<file path="config.mk">
export PLATFORM = sky130hd
export DESIGN_NAME = hazard_unit
export DESIGN_NICKNAME = d
export VERILOG_FILES = /design/src/rtl/hazard_pkg.sv /design/src/rtl/hazard_unit_sat_counter.sv /design/src/rtl/hazard_unit.sv
export SDC_FILE = /design/constraint.sdc
export NUM_CORES = 1
export LEC_CHECK = 0
export ABC_AREA = 1
export BUFFER_PORTS_ARGS = -buffer_cell sky130_fd_sc_hd__buf_2
export CAP_MARGIN = 20
export CORE_UTILIZATION = 55
export DETAILED_ROUTE_END_ITERATION = 10
export PLACE_DENSITY = 0.89
export REMOVE_ABC_BUFFERS = 1
export SYNTH_ARGS = -nofsm -noshare
export SYNTH_HDL_FRONTEND = slang
export SYNTH_HIERARCHICAL = 1
export SYNTH_SLANG_ARGS = --single-unit
</file>
<file path="constraint.sdc">
create_clock -name clk -period 4.1 [get_ports clk]
set_input_delay 0 -clock clk [delete_from_list [all_inputs] [get_ports clk]]
set_output_delay 0 -clock clk [all_outputs]
set_load 0.005 [all_outputs]
</file>
<file path="src/rtl/hazard_pkg.sv">
// Shared types and stall-length constants for the ID-stage hazard unit.
package hazard_pkg;

  typedef enum logic {
    IDLE  = 1'b0,
    STALL = 1'b1
  } state_e;

  localparam int unsigned LEN_W = 2;

  localparam logic [LEN_W-1:0] STALL_LOAD_USE    = LEN_W'(1);
  localparam logic [LEN_W-1:0] STALL_BR_ALU      = LEN_W'(1);
  localparam logic [LEN_W-1:0] STALL_BR_LOAD_EX  = LEN_W'(2);
  localparam logic [LEN_W-1:0] STALL_BR_LOAD_MEM = LEN_W'(1);

  function automatic logic [LEN_W-1:0] len_max(input logic [LEN_W-1:0] a,
                                               input logic [LEN_W-1:0] b);
    return (a > b) ? a : b;
  endfunction

endpackage

</file>
<file path="src/rtl/hazard_unit_sat_counter.sv">
// Saturating up-counter with synchronous clear; clear beats increment.
module sat_counter #(
  parameter int unsigned Width = 16
) (
  input  logic             clk,
  input  logic             rst,
  input  logic             clr,
  input  logic             inc,
  output logic [Width-1:0] count
);

  logic [Width-1:0] count_q, count_d;

  always_comb begin
    count_d = count_q;
    if (clr) begin
      count_d = '0;
    end else if (inc && (count_q != {Width{1'b1}})) begin
      count_d = count_q + Width'(1);
    end
  end

  always_ff @(posedge clk) begin
    if (rst) count_q <= '0;
    else     count_q <= count_d;
  end

  assign count = count_q;

endmodule

</file>
<file path="src/rtl/hazard_unit.sv">
// ID-stage hazard control: load-use / branch-operand stalls, taken-branch
// flush of IF/ID, and saturating stall/flush performance counters.
module hazard_unit
  import hazard_pkg::*;
#(
  parameter int unsigned AddressSize = 5,
  parameter int unsigned CountWidth  = 16
) (
  input  logic                   clk,
  input  logic                   rst,
  input  logic [AddressSize-1:0] IDRs1,
  input  logic [AddressSize-1:0] IDRs2,
  input  logic                   IDUsesRs1,
  input  logic                   IDUsesRs2,
  input  logic                   IDIsBranch,
  input  logic                   branchTaken,
  input  logic [AddressSize-1:0] EXRegisterRd,
  input  logic                   EXRegWrite,
  input  logic                   EXMemRead,
  input  logic [AddressSize-1:0] MemRegisterRd,
  input  logic                   MemMemRead,
  input  logic                   memStall,
  input  logic                   counterClear,
  output logic                   PCWrite,
  output logic                   IFIDWrite,
  output logic                   IDEXBubble,
  output logic                   IFIDFlush,
  output logic [CountWidth-1:0]  stallCycles,
  output logic [CountWidth-1:0]  flushCount
);

  state_e           state_q, state_d;
  logic [LEN_W-1:0] remain_q, remain_d;
  logic [LEN_W-1:0] len_c;
  logic             stall_c;
  logic             m_ex, m_mem;

  // Register x0 is hard-wired zero, so a zero destination is never a producer.
  assign m_ex  = (EXRegisterRd != '0) &&
                 (((EXRegisterRd == IDRs1) && IDUsesRs1) ||
                  ((EXRegisterRd == IDRs2) && IDUsesRs2));
  assign m_mem = (MemRegisterRd != '0) &&
                 (((MemRegisterRd == IDRs1) && IDUsesRs1) ||
                  ((MemRegisterRd == IDRs2) && IDUsesRs2));

  always_comb begin
    len_c = '0;
    if (EXMemRead && m_ex)
      len_c = len_max(len_c, STALL_LOAD_USE);
    if (IDIsBranch && EXRegWrite && !EXMemRead && m_ex)
      len_c = len_max(len_c, STALL_BR_ALU);
    if (IDIsBranch && EXMemRead && m_ex)
      len_c = len_max(len_c, STALL_BR_LOAD_EX);
    if (IDIsBranch && MemMemRead && m_mem)
      len_c = len_max(len_c, STALL_BR_LOAD_MEM);
  end

  // Next-state and stall decode; memStall freezes state and remain.
  always_comb begin
    state_d  = state_q;
    remain_d = remain_q;
    stall_c  = 1'b0;
    case (state_q)
      IDLE: begin
        stall_c = (len_c != '0);
        if (!memStall && (len_c > LEN_W'(1))) begin
          state_d  = STALL;
          remain_d = len_c - LEN_W'(1);
        end
      end
      STALL: begin
        stall_c = 1'b1;
        if (!memStall) begin
          remain_d = remain_q - LEN_W'(1);
          if (remain_q <= LEN_W'(1)) state_d = IDLE;
        end
      end
      default: begin
        state_d  = IDLE;
        remain_d = '0;
      end
    endcase
  end

  always_ff @(posedge clk) begin
    if (rst) begin
      state_q  <= IDLE;
      remain_q <= '0;
    end else begin
      state_q  <= state_d;
      remain_q <= remain_d;
    end
  end

  assign PCWrite    = !stall_c && !memStall;
  assign IFIDWrite  = !stall_c && !memStall;
  assign IDEXBubble = stall_c && !memStall;
  // An operand still in flight means the compare is unresolved: no flush.
  assign IFIDFlush  = branchTaken && IDIsBranch && !stall_c && !memStall;

  sat_counter #(.Width(CountWidth)) u_stall_cnt (
    .clk   (clk),
    .rst   (rst),
    .clr   (counterClear),
    .inc   (IDEXBubble),
    .count (stallCycles)
  );

  sat_counter #(.Width(CountWidth)) u_flush_cnt (
    .clk   (clk),
    .rst   (rst),
    .clr   (counterClear),
    .inc   (IFIDFlush),
    .count (flushCount)
  );

endmodule
</file>
==> Word-level counts from Yosys, hierarchy flattened <==
Index checks and enable logic that the tools add are counted.
{ "totals": {"rom_bits": 0, "latchBits": 0, "out_inout_bits": 36, "memories": 0, "ramBits": 0, "word_cells": 69, "ff_bits": 35} }
{ "classes": {"muxes": 15, "shift": 0, "bitwise_logic": 1, "div": 0, "n_mul": 0, "magnitude_cmp": 5, "add_sub_neg": 4, "n_eq_ne": 8, "n_reduce_logical": 32} }
{ "ops": {"columns": ["operator", "count"], "rows": [
  ["adder 16 x 1 -> 16 bit, second input constant", 2],
  ["inequality test 16 bit, second input constant", 2],
  ["logical AND 1 bit", 22],
  ["== test 5 bit", 4],
  ["2-to-1 mux 2 bit", 8],
  ["nonzero test 5 bit", 2],
  ["greater-than comparator 2 x 1 -> 1 bit, second input constant", 3],
  ["2-to-1 mux 1 bit", 4],
  ["inequality test 2 bit, second input constant", 2],
  ["case mux 1 bit (2 select lines)", 2],
  ["case mux 2 bit (2 select lines)", 1],
  ["subtractor 2 x 1 -> 2 bit, second input constant", 2],
  ["logical NOT 1 bit", 3],
  ["greater-than comparator 2 bit, second input constant", 1],
  ["<= comparator 2 x 1 -> 1 bit, second input constant", 1],
  ["logical OR 1 bit", 2],
  ["AND reduction 2 bit", 1],
  ["nonzero test 2 bit", 1],
  ["OR reduction 2 bit", 1],
  ["inverter 1 bit", 1]
]} }

==> Longest topological paths before layout <==
Gate-level depths: netlist (run 1).
{ "logic_depth": {"ltp_word": 21, "depth_mapped": 21} }

==> By module <==
The synthesis (run 1) kept the hierarchy.
{ "modules_own_cells": {"columns": ["module", "n_inst", "area_per_inst_um2", "cells_per_inst"], "rows": [
  ["sat_counter", 2, 1004.7, 156],
  ["hazard_unit", 1, 633.1, 127]
]} }

==> Worst setup path after synthesis (run 1) <==
Ideal clock, no wire load.
{ "synth_path": {"path_type": "input to register", "startpoint": "input port IDRs2[0]", "endpoint": "register u_flush_cnt.count_q[14], in the netlist u_flush_cnt/count[14]", "stages": 21, "setup_slack_ps": 2108, "required_time_ps": 3985, "arrival_ps": 1877, "n_path_buf": 0, "path_cell_list": "inv_1 > nand2_1 > nand2_1 > nor2_1 > nand3_1 > nand2_2 > nand2_1 > nor2_1 > inv_1 > nand2_1 > ha_1 > nand2_1 > nor2_1 > and3_1 > inv_2 > nor2_1 > nand2_1 > nor2_1 > nand3_1 > nand2_1 > nor2_1"} }
{ "synth_between": {"elab_chain_cells": 21} }
{ "synth_lines": {"columns": ["element", "line", "source"], "rows": [
  ["from (decl)", "hazard_unit.sv:12", "input logic [AddressSize-1:0] IDRs2,"],
  ["== test 5 bit", "hazard_unit.sv:41", "((EXRegisterRd == IDRs2) && IDUsesRs2));"],
  ["logical AND 1 bit", "hazard_unit.sv:41", null],
  ["logical OR 1 bit", "hazard_unit.sv:40", "(((EXRegisterRd == IDRs1) && IDUsesRs1) ||"],
  ["logical AND 1 bit", "hazard_unit.sv:39", "assign m_ex = (EXRegisterRd != '0) &&"],
  ["logical AND 1 bit", "hazard_unit.sv:48", "if (EXMemRead && m_ex)"],
  ["2-to-1 mux 1 bit", "hazard_unit.sv:48", null],
  ["greater-than comparator 2 x 1 -> 1 bit", "hazard_pkg.sv:18", "return (a > b) ? a : b;"],
  ["2-to-1 mux 2 bit", "hazard_pkg.sv:18", null],
  ["[5 not listed]", null, null],
  ["2-to-1 mux 2 bit", "hazard_pkg.sv:18", null],
  ["2-to-1 mux 2 bit *", "hazard_unit.sv:54", "if (IDIsBranch && MemMemRead && m_mem)"],
  ["nonzero test 2 bit *", "hazard_unit.sv:65", "stall_c = (len_c != '0);"],
  ["case mux 1 bit (2 select lines) *", "hazard_unit.sv:63", "case (state_q)"],
  ["logical NOT 1 bit *", "hazard_unit.sv:99", "assign IFIDFlush = branchTaken && IDIsBranch && !stall_c && !memStall;"],
  ["logical AND 1 bit * (2 in a row)", "hazard_unit.sv:99", null],
  ["via IFIDFlush", "hazard_unit.sv:27", "output logic IFIDFlush,"],
  ["logical AND 1 bit *", "hazard_unit_sat_counter.sv:18", "end else if (inc && (count_q != {Width{1'b1}})) begin"],
  ["to (signal assigned)", "hazard_unit_sat_counter.sv:25", "else count_q <= count_d;"],
  ["to (decl)", "hazard_unit_sat_counter.sv:12", "logic [Width-1:0] count_q, count_d;"]
]} }
The timed path passes the listed nets; every way through them passes the cells marked *.
A chain may end at the register's enable or synchronous reset.

==> Worst setup path in the final report (run 1) <==
{ "layout_path": {"startpoint": "input port EXRegisterRd[1]", "endpoint": "register u_flush_cnt.count_q[14], in the netlist u_flush_cnt/count[14]"} }
{ "layout_between": {"elab_chain_cells": 21} }
{ "layout_lines": {"columns": ["element", "line", "source"], "rows": [
  ["from (decl)", "hazard_unit.sv:17", "input logic [AddressSize-1:0] EXRegisterRd,"],
  ["== test 5 bit (on tied branches)", "hazard_unit.sv:40, hazard_unit.sv:41", null],
  ["logical AND 1 bit (on tied branches)", "hazard_unit.sv:40, hazard_unit.sv:41", null],
  ["logical OR 1 bit", "hazard_unit.sv:40", null],
  ["logical AND 1 bit *", "hazard_unit.sv:39", null],
  ["logical AND 1 bit", "hazard_unit.sv:48", null],
  ["2-to-1 mux 1 bit", "hazard_unit.sv:48", null],
  ["greater-than comparator 2 x 1 -> 1 bit", "hazard_pkg.sv:18", null],
  ["2-to-1 mux 2 bit", "hazard_pkg.sv:18", null],
  ["[4 not listed]", null, null],
  ["greater-than comparator 2 x 1 -> 1 bit", "hazard_pkg.sv:18", null],
  ["2-to-1 mux 2 bit", "hazard_pkg.sv:18", null],
  ["2-to-1 mux 2 bit *", "hazard_unit.sv:54", null],
  ["nonzero test 2 bit *", "hazard_unit.sv:65", null],
  ["case mux 1 bit (2 select lines) *", "hazard_unit.sv:63", null],
  ["logical NOT 1 bit *", "hazard_unit.sv:99", null],
  ["logical AND 1 bit * (2 in a row)", "hazard_unit.sv:99", null],
  ["logical AND 1 bit *", "hazard_unit_sat_counter.sv:18", null]
]} }
Every way passes the cells marked *; elsewhere a longest branch is shown, timed or not.

==> results.sh, run 1 <==
export IMPL_rsz0062_at_grt="no"
export IMPL_tns_ns=0
export IMPL_routedWlPerCell_um=11.5
export IMPL_cp_data_arrival_time_ns=2.49
export IMPL_cts_max_path_buffers=2
export IMPL_io_buffers=66
export IMPL_synthTopCellsByCount="nand2_1, nor2_1, inv_1"
export IMPL_finClkSkew_ns=0.00795
export IMPL_grt_pass1_wl_um=11100
export IMPL_pwr_share_clk_pct=37.3
export IMPL_yosysMostFrequentCell="nand2_1"
export IMPL_core_mm2=0.00447
export IMPL_area_growth_syn_to_layout_pct=17.1
export IMPL_ys_async_sr_fraction_pct=0
export IMPL_yosys_warnings=6
export IMPL_antennaDiodeCount=0
export IMPL_cellPowerDensity_mw_per_mm2=219
export IMPL_route_vias_total=2885
export IMPL_ir_drop_v=0.000181
export IMPL_yosysSeqAreaShare_pct=26.5
export IMPL_slew_violations=0
export IMPL_r2r_slack_ns=2.06
export IMPL_num_fill_cells=415
export IMPL_start_util_pct=59.1
export IMPL_synthTopCellsByArea="dfxtp_1, nand2_1, nor2_1, inv_1, nand3_1"
export IMPL_firstDrtPassIters=8
export IMPL_cts_sinks=35
export IMPL_synth_top_cell_area_share_pct=26.5
export IMPL_cpMostUsedCell="nand2_1"
export IMPL_switchingPower_w=0.000184
export IMPL_cp_end_kind="register"
export IMPL_critPathSlowestCell="and3_1"
export IMPL_post_route_drc_count=4
export IMPL_fin_crit_ns=2.31
export IMPL_timing_rr_start="state_q$_SDFF_PP0_"
export IMPL_startpoint="EXRegisterRd[1]"
export IMPL_antenna_found_initial=0
export IMPL_cts_tree="yes"
export IMPL_synth_cells=439
export IMPL_postRouteAntennaNets=0
export IMPL_cts_made_buffers=5
export IMPL_synth_edff_count=0
export IMPL_crit_chain="buf_2 -> inv_2 -> nand2_1 -> nand2_1 -> nor2_1 -> nand3_1 -> nand2_2 -> nand2_1 -> nor2_1 -> inv_1 -> nand2_1 -> ha_1 -> nand2_1 -> nor2_1 -> and3_1 -> inv_2 -> nor2_1 -> nand2_1 -> nor2_1 -> nand3_1 -> nand2_1 -> nor2_1"
export IMPL_grt_usage_pct=26.6
export IMPL_fin_nets=545
export IMPL_dieWidth_um=71.3
export IMPL_hold_path_startpoint="counterClear"
export IMPL_p_comb_share_pct=12.3
export IMPL_worst_path_max_fanout=6
export IMPL_hold_viol=0
export IMPL_vias_per_cell=5.12
export IMPL_outcome="complete, but fails checks"
export IMPL_tightestPinTransition_ns=0.504
export IMPL_synth_seq_cells=35
export IMPL_grt_max_degree=17
export IMPL_power_leakage_nw=1.56
export IMPL_yosys_most_used_dff="dfxtp_1"
export IMPL_ys_types=28
export IMPL_drtIter0Drc=143
export IMPL_cts_root_buf="clkbuf_8"
export IMPL_finalSetupViolCount=0
export IMPL_grt_overflow_total=0
export IMPL_worstSetupStartpointType="input port"
export IMPL_insertion_delay_ns=0.29
export IMPL_crit_required_ns=4.28
export IMPL_netSwitchingFraction_pct=27.2
export IMPL_worst_slew_margin_rel_pct=66.3
export IMPL_die_y_um=71.3
export IMPL_max_freq_ghz=0.432
export IMPL_rows=24
export IMPL_io_pin_count=67
export IMPL_routed_wl_um=6460
export IMPL_dpl_hpwl_um=5060
export IMPL_postLayoutCoreUtil_pct=69.2
export IMPL_path_clk_slew_ns=0.08
export IMPL_crit_path_max_incr_delay_ns=0.35
export IMPL_gp_congestion=0.961
export IMPL_postCtsSetupRepairBufs=0
export IMPL_path_class="in2reg"
export IMPL_power_frac_seq_pct=50.5
export IMPL_h_tree_depth=2
export IMPL_drive_gt1_share_pct=23.1
export IMPL_hold_path_class="in2reg"
export IMPL_drv_cap=0
export IMPL_synth_area_mm2=0.00264
export IMPL_final_area_mm2=0.00310
export IMPL_violations="DRC"
export IMPL_synth_top_area_cell="dfxtp_1"
export IMPL_post_route_period_util_pct=56.4
export IMPL_grt_pass1_vias=2650
export IMPL_postSynthAreaPerCell_um2=6.02
export IMPL_placed_area_mm2=0.00299
export IMPL_power_internal_w=0.000493
export IMPL_die_area_mm2=0.00509
[worst paths after layout]
path                                             end  cells after the start
setup / recovery  u_flush_cnt/count[14]$_SDFFE_PP0P_                     22
hold / removal     u_flush_cnt/count[3]$_SDFFE_PP0P_                      4
setup reg to reg  u_flush_cnt/count[14]$_SDFFE_PP0P_                     11
hold reg to reg    u_stall_cnt/count[1]$_SDFFE_PP0P_                      2
[routing by layer]
layer	up-vias	share of wire [%]	wire length [um]	global-route usage [%]
met4	0	1.4	89	9.11
met5	-	0	0	0
li1	1507	-	-	-
met1	1266	44	2860	32.7
met3	11	5.7	369	4.08
met2	101	49	3140	47.4
[critical path, delay by kind of cell]
family / cells / cell delay (ns)
adders and majority gates: 1 / 0.16
and+or+nand+nor: 17 / 2.00
buffers and inverters: 4 / 0.33
[sequential cells by signal, summed over array words and instances, names as in the netlist]
register	count
state_q	1
remain_q	2
u_stall_cnt/count	16
u_flush_cnt/count	16
[per-stage QoR]
step | setup slack, ns | cells | hold slack, ns | power (W)
3_5_place_dp | 1.56 | 552 | 0.231 | 0.000430
2_1_floorplan | 2.06 | 434 | 0.0522 | 0.000395
5_1_grt | 1.54 | 563 | 0.0890 | 0.000705
4_1_cts | 1.86 | 561 | 0.114 | 0.000680
6_report | 1.79 | 563 | 0.0614 | 0.000677
3_3_place_gp | 1.59 | 552 | 0.226 | 0.000428
[layout by cell type, fill, tap and decap left out, drive strengths merged]
cell         instances
buf                 68
nand3               34
o21ai                8
xor2                 1
nor3                 2
clkinv               1
clkbuf               6
o211ai               1
dlygate4sd3          1
nand4                6
inv                 60
o31ai                1
ha                   4
nor2               115
a21oi               20
and3                 3
and2                 2
nand3b               3
nand2              135
o22ai                4
clkinvlp             1
dfxtp               35
[layout make-up]
class,instances,area [um2],area share (%)
inverter,60,225,7.28
sequential,35,701,22.6
clock inverter,2,12.5,0.404
clock buffer,6,72.6,2.34
multi-input combinational,339,1660,53.8
timing repair buffer,69,355,11.5
tap,52,65.1,2.10
[power groups by stage]
stage | sequential, W | combinational (W) | clock [W]
floorplan | 0.000350 | 0.0000451 | 0
global placement | 0.000350 | 0.0000786 | 0
detailed placement | 0.000350 | 0.0000799 | 0
CTS | 0.000342 | 0.0000810 | 0.000257
global route | 0.000342 | 0.0000942 | 0.000269
finish | 0.000342 | 0.0000831 | 0.000252
[repair_timing]
| action | 4_1_cts | 5_1_grt |
|---|---|---|
| hold buffers | 1 | 0 |
| endpoints found under the hold margin | 1 | 0 |
| resized for setup | 0 | 0 |
[kinds of logic after synthesis]
family,Yosys count,share of synthesized area [%]
compound gates,34,6.82
flops,35,26.5
fa+ha+maj,4,1.89
xor+xnor,1,0.331
simple gates,300,53.9
buf+inv,65,10.5
(Power assumes the default switching activity.)
==> run 2, diff against run 1 <==
--- a/config.mk
+++ b/config.mk
@@ -8,9 +8,9 @@
 export ABC_AREA = 1
 export BUFFER_PORTS_ARGS = -buffer_cell sky130_fd_sc_hd__buf_2
 export CAP_MARGIN = 20
-export CORE_UTILIZATION = 55
+export CORE_UTILIZATION = 54
 export DETAILED_ROUTE_END_ITERATION = 10
-export PLACE_DENSITY = 0.89
+export PLACE_DENSITY = 0.88
 export REMOVE_ABC_BUFFERS = 1
 export SYNTH_ARGS = -nofsm -noshare
 export SYNTH_HDL_FRONTEND = slang
==> constraint.sdc (replaced) <==
create_clock -name clk -period 2.2 [get_ports clk]
set_input_delay 0 -clock clk [delete_from_list [all_inputs] [get_ports clk]]
set_output_delay 0 -clock clk [all_outputs]
set_load 0.005 [all_outputs]
==> results.sh, run 2 (same netlist as run 1, synthesis figures left out) <==
export IMPL_hold_path_class="in2reg"
export IMPL_grt_pass1_vias=2644
export IMPL_power_internal_w=0.000992
export IMPL_netSwitchingFraction_pct=24.9
export IMPL_cts_tree="yes"
export IMPL_cts_made_buffers=5
export IMPL_path_clk_slew_ns=0.07
export IMPL_hold_depth=4
export IMPL_ir_drop_v=0.000308
export IMPL_placed_area_mm2=0.00308
export IMPL_max_freq_ghz=0.514
export IMPL_drv_cap=0
export IMPL_path_class="in2reg"
export IMPL_cts_sinks=35
export IMPL_io_pin_count=67
export IMPL_outcome="finished, final reports clean"
export IMPL_whs_ns=0.103
export IMPL_reg2regPathDepth=11
export IMPL_rsz0062_at_grt="no"
export IMPL_cts_root_buf="clkbuf_8"
export IMPL_use_met2_pct=46.5
export IMPL_final_area_mm2=0.00320
export IMPL_cp_end_kind="register"
export IMPL_antennaDiodeCount=0
export IMPL_die_area_mm2=0.00518
export IMPL_grt_use_met1_pct=31.3
export IMPL_worst_slew_margin_rel_pct=60.0
export IMPL_die_y_um=72.0
export IMPL_drive_gt1_share_pct=24.9
export IMPL_grt_pass1_wl_um=11000
export IMPL_slew_violations=0
export IMPL_grt_usage_pct=26.6
export IMPL_fin_nets=553
export IMPL_final_cell_mix="nand2_1, nor2_1, buf_2"
export IMPL_core_mm2=0.00472
export IMPL_p_comb_share_pct=12.7
export IMPL_io_buffers=66
export IMPL_num_fill_cells=419
export IMPL_dpl_hpwl_um=5150
export IMPL_busiest_layer="met2"
export IMPL_worstSetupStartpointType="input port"
export IMPL_routed_wl_um=6590
export IMPL_postRouteAntennaNets=0
export IMPL_hold_path_startpoint="memStall"
export IMPL_pwr_share_clk_pct=39.0
export IMPL_finClkSkew_ns=0.00263
export IMPL_cp_data_arrival_time_ns=2.13
export IMPL_power_leakage_nw=1.61
export IMPL_hold_viol=0
export IMPL_vias_per_cell=5.04
export IMPL_total_power_w=0.00132
export IMPL_r2r_end="u_flush_cnt/count[14]$_SDFFE_PP0P_"
export IMPL_finalSetupViolCount=0
export IMPL_gp_congestion=0.929
export IMPL_layout_commonest_cell="nand2_1"
export IMPL_firstDrtPassIters=5
export IMPL_min_to="state_q$_SDFF_PP0_"
export IMPL_cts_max_path_buffers=2
export IMPL_crit_required_ns=2.38
export IMPL_h_tree_depth=2
export IMPL_tightestPinTransition_ns=0.598
export IMPL_fin_cells=586
export IMPL_timing_rr_start="state_q$_SDFF_PP0_"
export IMPL_post_route_drc_count=0
export IMPL_grt_overflow_total=0
export IMPL_start_util_pct=55.9
export IMPL_cellPowerDensity_mw_per_mm2=412
export IMPL_dp_cells=577
export IMPL_fin_crit_ns=1.95
export IMPL_drtIter0Drc=194
export IMPL_power_frac_seq_pct=48.2
export IMPL_antenna_found_initial=0
export IMPL_route_vias_total=2953
export IMPL_rows=25
export IMPL_switchingPower_w=0.000328
export IMPL_met3_usage_pct=6.11
export IMPL_post_route_period_util_pct=88.5
export IMPL_routedWlPerCell_um=11.2
export IMPL_grt_max_degree=17
export IMPL_dieWidth_um=72.0
export IMPL_insertion_delay_ns=0.28
export IMPL_area_growth_syn_to_layout_pct=21.3
export IMPL_r2r_slack_ns=0.57
export IMPL_worst_path_max_fanout=4
## run 2: changes by cell type in the layout (fill, tap and decap cells not counted), sizes merged
cell / before / now
clkinvlp: 1 / 0
buf: 68 / 76
clkinv: 1 / 0
clkbuf: 6 / 8
## run 2: worst max path at each step
stage / startpoint / endpoint / slack (ns)
final: EXRegisterRd[3] / u_flush_cnt/count[14]$_SDFFE_PP0P_ / 0.25
after global routing: IDRs2[0] / u_flush_cnt/count[10]$_SDFFE_PP0P_ / 0.02
after CTS: EXRegisterRd[3] / u_flush_cnt/count[14]$_SDFFE_PP0P_ / 0.09
after detailed placement: EXRegisterRd[3] / u_flush_cnt/count[14]$_SDFFE_PP0P_ / -0.21
after global placement: EXRegisterRd[3] / u_flush_cnt/count[14]$_SDFFE_PP0P_ / -0.13
after floorplan: IDRs2[0] / u_flush_cnt/count[14]$_SDFFE_PP0P_ / 0.16
## run 2: power by group through the flow
stage               Sequential [W]  Clock (W)  Combinational [W]
floorplan                 0.000652          0          0.0000841
global placement          0.000652          0           0.000161
detailed placement        0.000652          0           0.000162
CTS                       0.000637   0.000536           0.000164
global route              0.000637   0.000575           0.000188
finish                    0.000637   0.000515           0.000168
## run 2: final cells by class
class	count	area (um2)	share of cell area, %
Timing Repair Buffer	77	415	13.0
Sequential cell	35	701	21.9
Inverter	60	225	7.03
Tap cell	67	83.8	2.62
Clock buffer	8	100	3.12
Multi-Input combinational cell	339	1680	52.4
## run 2: critical path, cell delays in order
cell and delay (ns):
buf_2 0.12, inv_2 0.05, nand2_2 0.04, nand2_1 0.04, nor2_1 0.15, nand3_1 0.12
nand2_2 0.10, nand2_1 0.05, nor2_1 0.09, inv_1 0.06, nand2_1 0.06, ha_1 0.17
nand2_1 0.06, nor2_1 0.13, and3_4 0.23, inv_2 0.08, nor2_4 0.15, nand2_1 0.12
nor2_2 0.12, nand3_1 0.08, nand2_1 0.07, nor2_1 0.04
## run 2: timing repair
action	4_1_cts	5_1_grt
resized for setup	0	5
hold buffers	1	0
endpoints found under the hold margin	2	0
endpoints found under the setup margin	0	7
buffers inserted	0	0
## run 2: layer usage
| layer | wire length [um] | part of all wire (%) |
|---|---|---|
| met4 | 194 | 2.9 |
| met2 | 3270 | 50 |
| met1 | 2820 | 43 |
| met5 | 0 | 0 |
| met3 | 299 | 4.5 |
## run 2: through the flow
step	utilization, %	setup slack, ns	TNS (ns)
after CTS	67.5	0.0923	0
after detailed placement	65.2	-0.210	-0.998
final	67.8	0.253	0
after floorplan	-	0.157	0
after global routing	67.8	0.0155	0
after global placement	65.2	-0.128	-0.456
==> run 3, diff against run 2 <==
==> constraint.sdc (replaced) <==
create_clock -name clk -period 2.2 [get_ports clk]
set_input_delay 0.11 -clock clk [delete_from_list [all_inputs] [get_ports clk]]
set_output_delay 0.11 -clock clk [all_outputs]
set_load 0.005 [all_outputs]
==> results.sh, run 3 (same netlist as run 1, synthesis figures left out) <==
export IMPL_max_freq_ghz=0.506
export IMPL_post_route_drc_count=0
export IMPL_num_fill_cells=437
export IMPL_hold_path_class="in2reg"
export IMPL_antennaDiodeCount=0
export IMPL_area_growth_syn_to_layout_pct=21.7
export IMPL_cp_end_kind="primary output"
export IMPL_postRouteAntennaNets=0
export IMPL_grt_pass1_wl_um=10900
export IMPL_total_power_w=0.00126
export IMPL_final_area_mm2=0.00322
export IMPL_slew_violations=0
export IMPL_ctsResizeCount=0
export IMPL_vias_per_cell=4.97
export IMPL_cts_tree="yes"
export IMPL_ir_drop_v=0.000312
export IMPL_grt_usage_pct=26.2
export IMPL_start_util_pct=55.9
export IMPL_dp_cells=579
export IMPL_insertion_delay_ns=0.29
export IMPL_firstDrtPassIters=4
export IMPL_finalSetupViolCount=0
export IMPL_gp_congestion=1.05
export IMPL_io_buffers=66
export IMPL_post_route_period_util_pct=89.8
export IMPL_worst_slew_margin_rel_pct=83.5
export IMPL_tightestPinTransition_ns=0.246
export IMPL_drv_cap=0
export IMPL_crit_path_max_incr_delay_ns=0.20
export IMPL_antenna_found_initial=0
export IMPL_fin_cells=587
export IMPL_drtIter0Drc=213
export IMPL_h_tree_depth=2
export IMPL_postCtsSetupRepairBufs=0
export IMPL_finClkSkew_ns=0.00879
export IMPL_die_y_um=72.0
export IMPL_placed_area_mm2=0.00309
export IMPL_dp_slack_ns=-0.145
export IMPL_route_vias_total=2916
export IMPL_drive_gt1_share_pct=26.5
export IMPL_routed_wl_um=6480
export IMPL_worstSetupStartpointType="input port"
export IMPL_hold_viol=0
export IMPL_cts_root_buf="clkbuf_8"
export IMPL_whs_ns=0.0423
export IMPL_dpl_hpwl_um=5100
export IMPL_grt_overflow_total=0
export IMPL_crit_chain="buf_2 -> inv_2 -> nand2_2 -> nand2_1 -> nor2_2 -> nand3_2 -> nand2_2 -> nand2_1 -> nor2_1 -> inv_1 -> nand2_1 -> ha_2 -> nand2_1 -> nor2_2 -> and3_4 -> buf_4 -> buf_4 -> buf_2"
export IMPL_cellPowerDensity_mw_per_mm2=393
export IMPL_path_class="in2out"
export IMPL_cts_made_buffers=5
export IMPL_io_pin_count=67
export IMPL_crit_required_ns=2.09
export IMPL_dieWidth_um=72.0
export IMPL_rows=25
export IMPL_grt_pass1_vias=2582
export IMPL_worst_slack_ns=0.224
export IMPL_cts_sinks=35
export IMPL_die_area_mm2=0.00518
export IMPL_ctsHoldBuffers=0
export IMPL_layout_commonest_cell="nand2_1"
export IMPL_power_leakage_nw=1.60
export IMPL_cp_data_arrival_time_ns=1.87
export IMPL_worst_path_max_fanout=4
export IMPL_path_clk_slew_ns=0.07
export IMPL_cpMostUsedCell="nand2_1"
export IMPL_routedWlPerCell_um=11.0
export IMPL_fin_crit_ns=1.98
export IMPL_grt_max_degree=17
export IMPL_final_cell_mix="nand2_1, nor2_1, buf_2"
export IMPL_cts_max_path_buffers=2
export IMPL_rsz0062_at_grt="no"
export IMPL_outcome="finished, final reports clean"
export IMPL_core_mm2=0.00472
export IMPL_critPathSlowestCell="and3_4"
export IMPL_fin_nets=554
==> run 3: cell types whose count changed in the layout (fill, tap and decap cells not counted), sizes merged <==
cell,delta
clkbuf,-1
dlygate4sd3,-1
buf,+2
clkinv,+1
==> run 3: metrics by stage <==
stage / TNS [ns] / util (%)
global placement: -0.124 / 65.5
global route: 0 / 68.1
CTS: 0 / 67.2
floorplan: 0 / -
finish: 0 / 68.1
detailed placement: -1.16 / 65.5
==> run 3: worst paths after layout <==
| kind | startpoint | to | slack, ns | cells after the start |
|---|---|---|---|---|
| worst max register to register | state_q$_SDFF_PP0_ | u_stall_cnt/count[14]$_SDFFE_PP0P_ | 0.61 | 9 |
| worst max-delay path | EXRegisterRd[3] | IFIDFlush | 0.22 | 18 |
| worst min register to register | u_flush_cnt/count[1]$_SDFFE_PP0P_ | u_flush_cnt/count[1]$_SDFFE_PP0P_ | 0.52 | 2 |
| worst min-delay path | rst | state_q$_SDFF_PP0_ | 0.04 | 2 |
==> run 3: per-layer routing <==
metal  wire, um  part of all wire [%]  up-vias  GRT usage, %
met2       3110                    48       98          45.3
li1           -                     -     1521             -
met5          0                     0        -             0
met1       2930                    45     1283          32.6
met3        324                   5.0       14          5.14
met4        113                   1.7        0          8.93
==> run 3: power breakdown <==
group | internal [W] | switching (W) | leakage (nW)
clock | 0.000222 | 0.000233 | 0.0422
combinational | 0.0000725 | 0.0000994 | 1.28
sequential | 0.000635 | 0.00000188 | 0.282
==> run 3: layout make-up <==
class | count | area [um2] | area share (%)
Clock buffer | 7 | 76.3 | 2.37
Clock inverter | 1 | 5.00 | 0.156
Inverter | 60 | 225 | 7.00
Multi-Input combinational cell | 339 | 1700 | 53.0
Sequential cell | 35 | 701 | 21.8
Tap cell | 67 | 83.8 | 2.61
Timing Repair Buffer | 78 | 420 | 13.1
==> run 3: worst max-delay path: cells and delay by family <==
kind	cells	cell delay, ns
buffers and inverters	6	0.58
adder cells (fa/ha/maj)	1	0.17
AND/OR/NAND/NOR	11	0.99
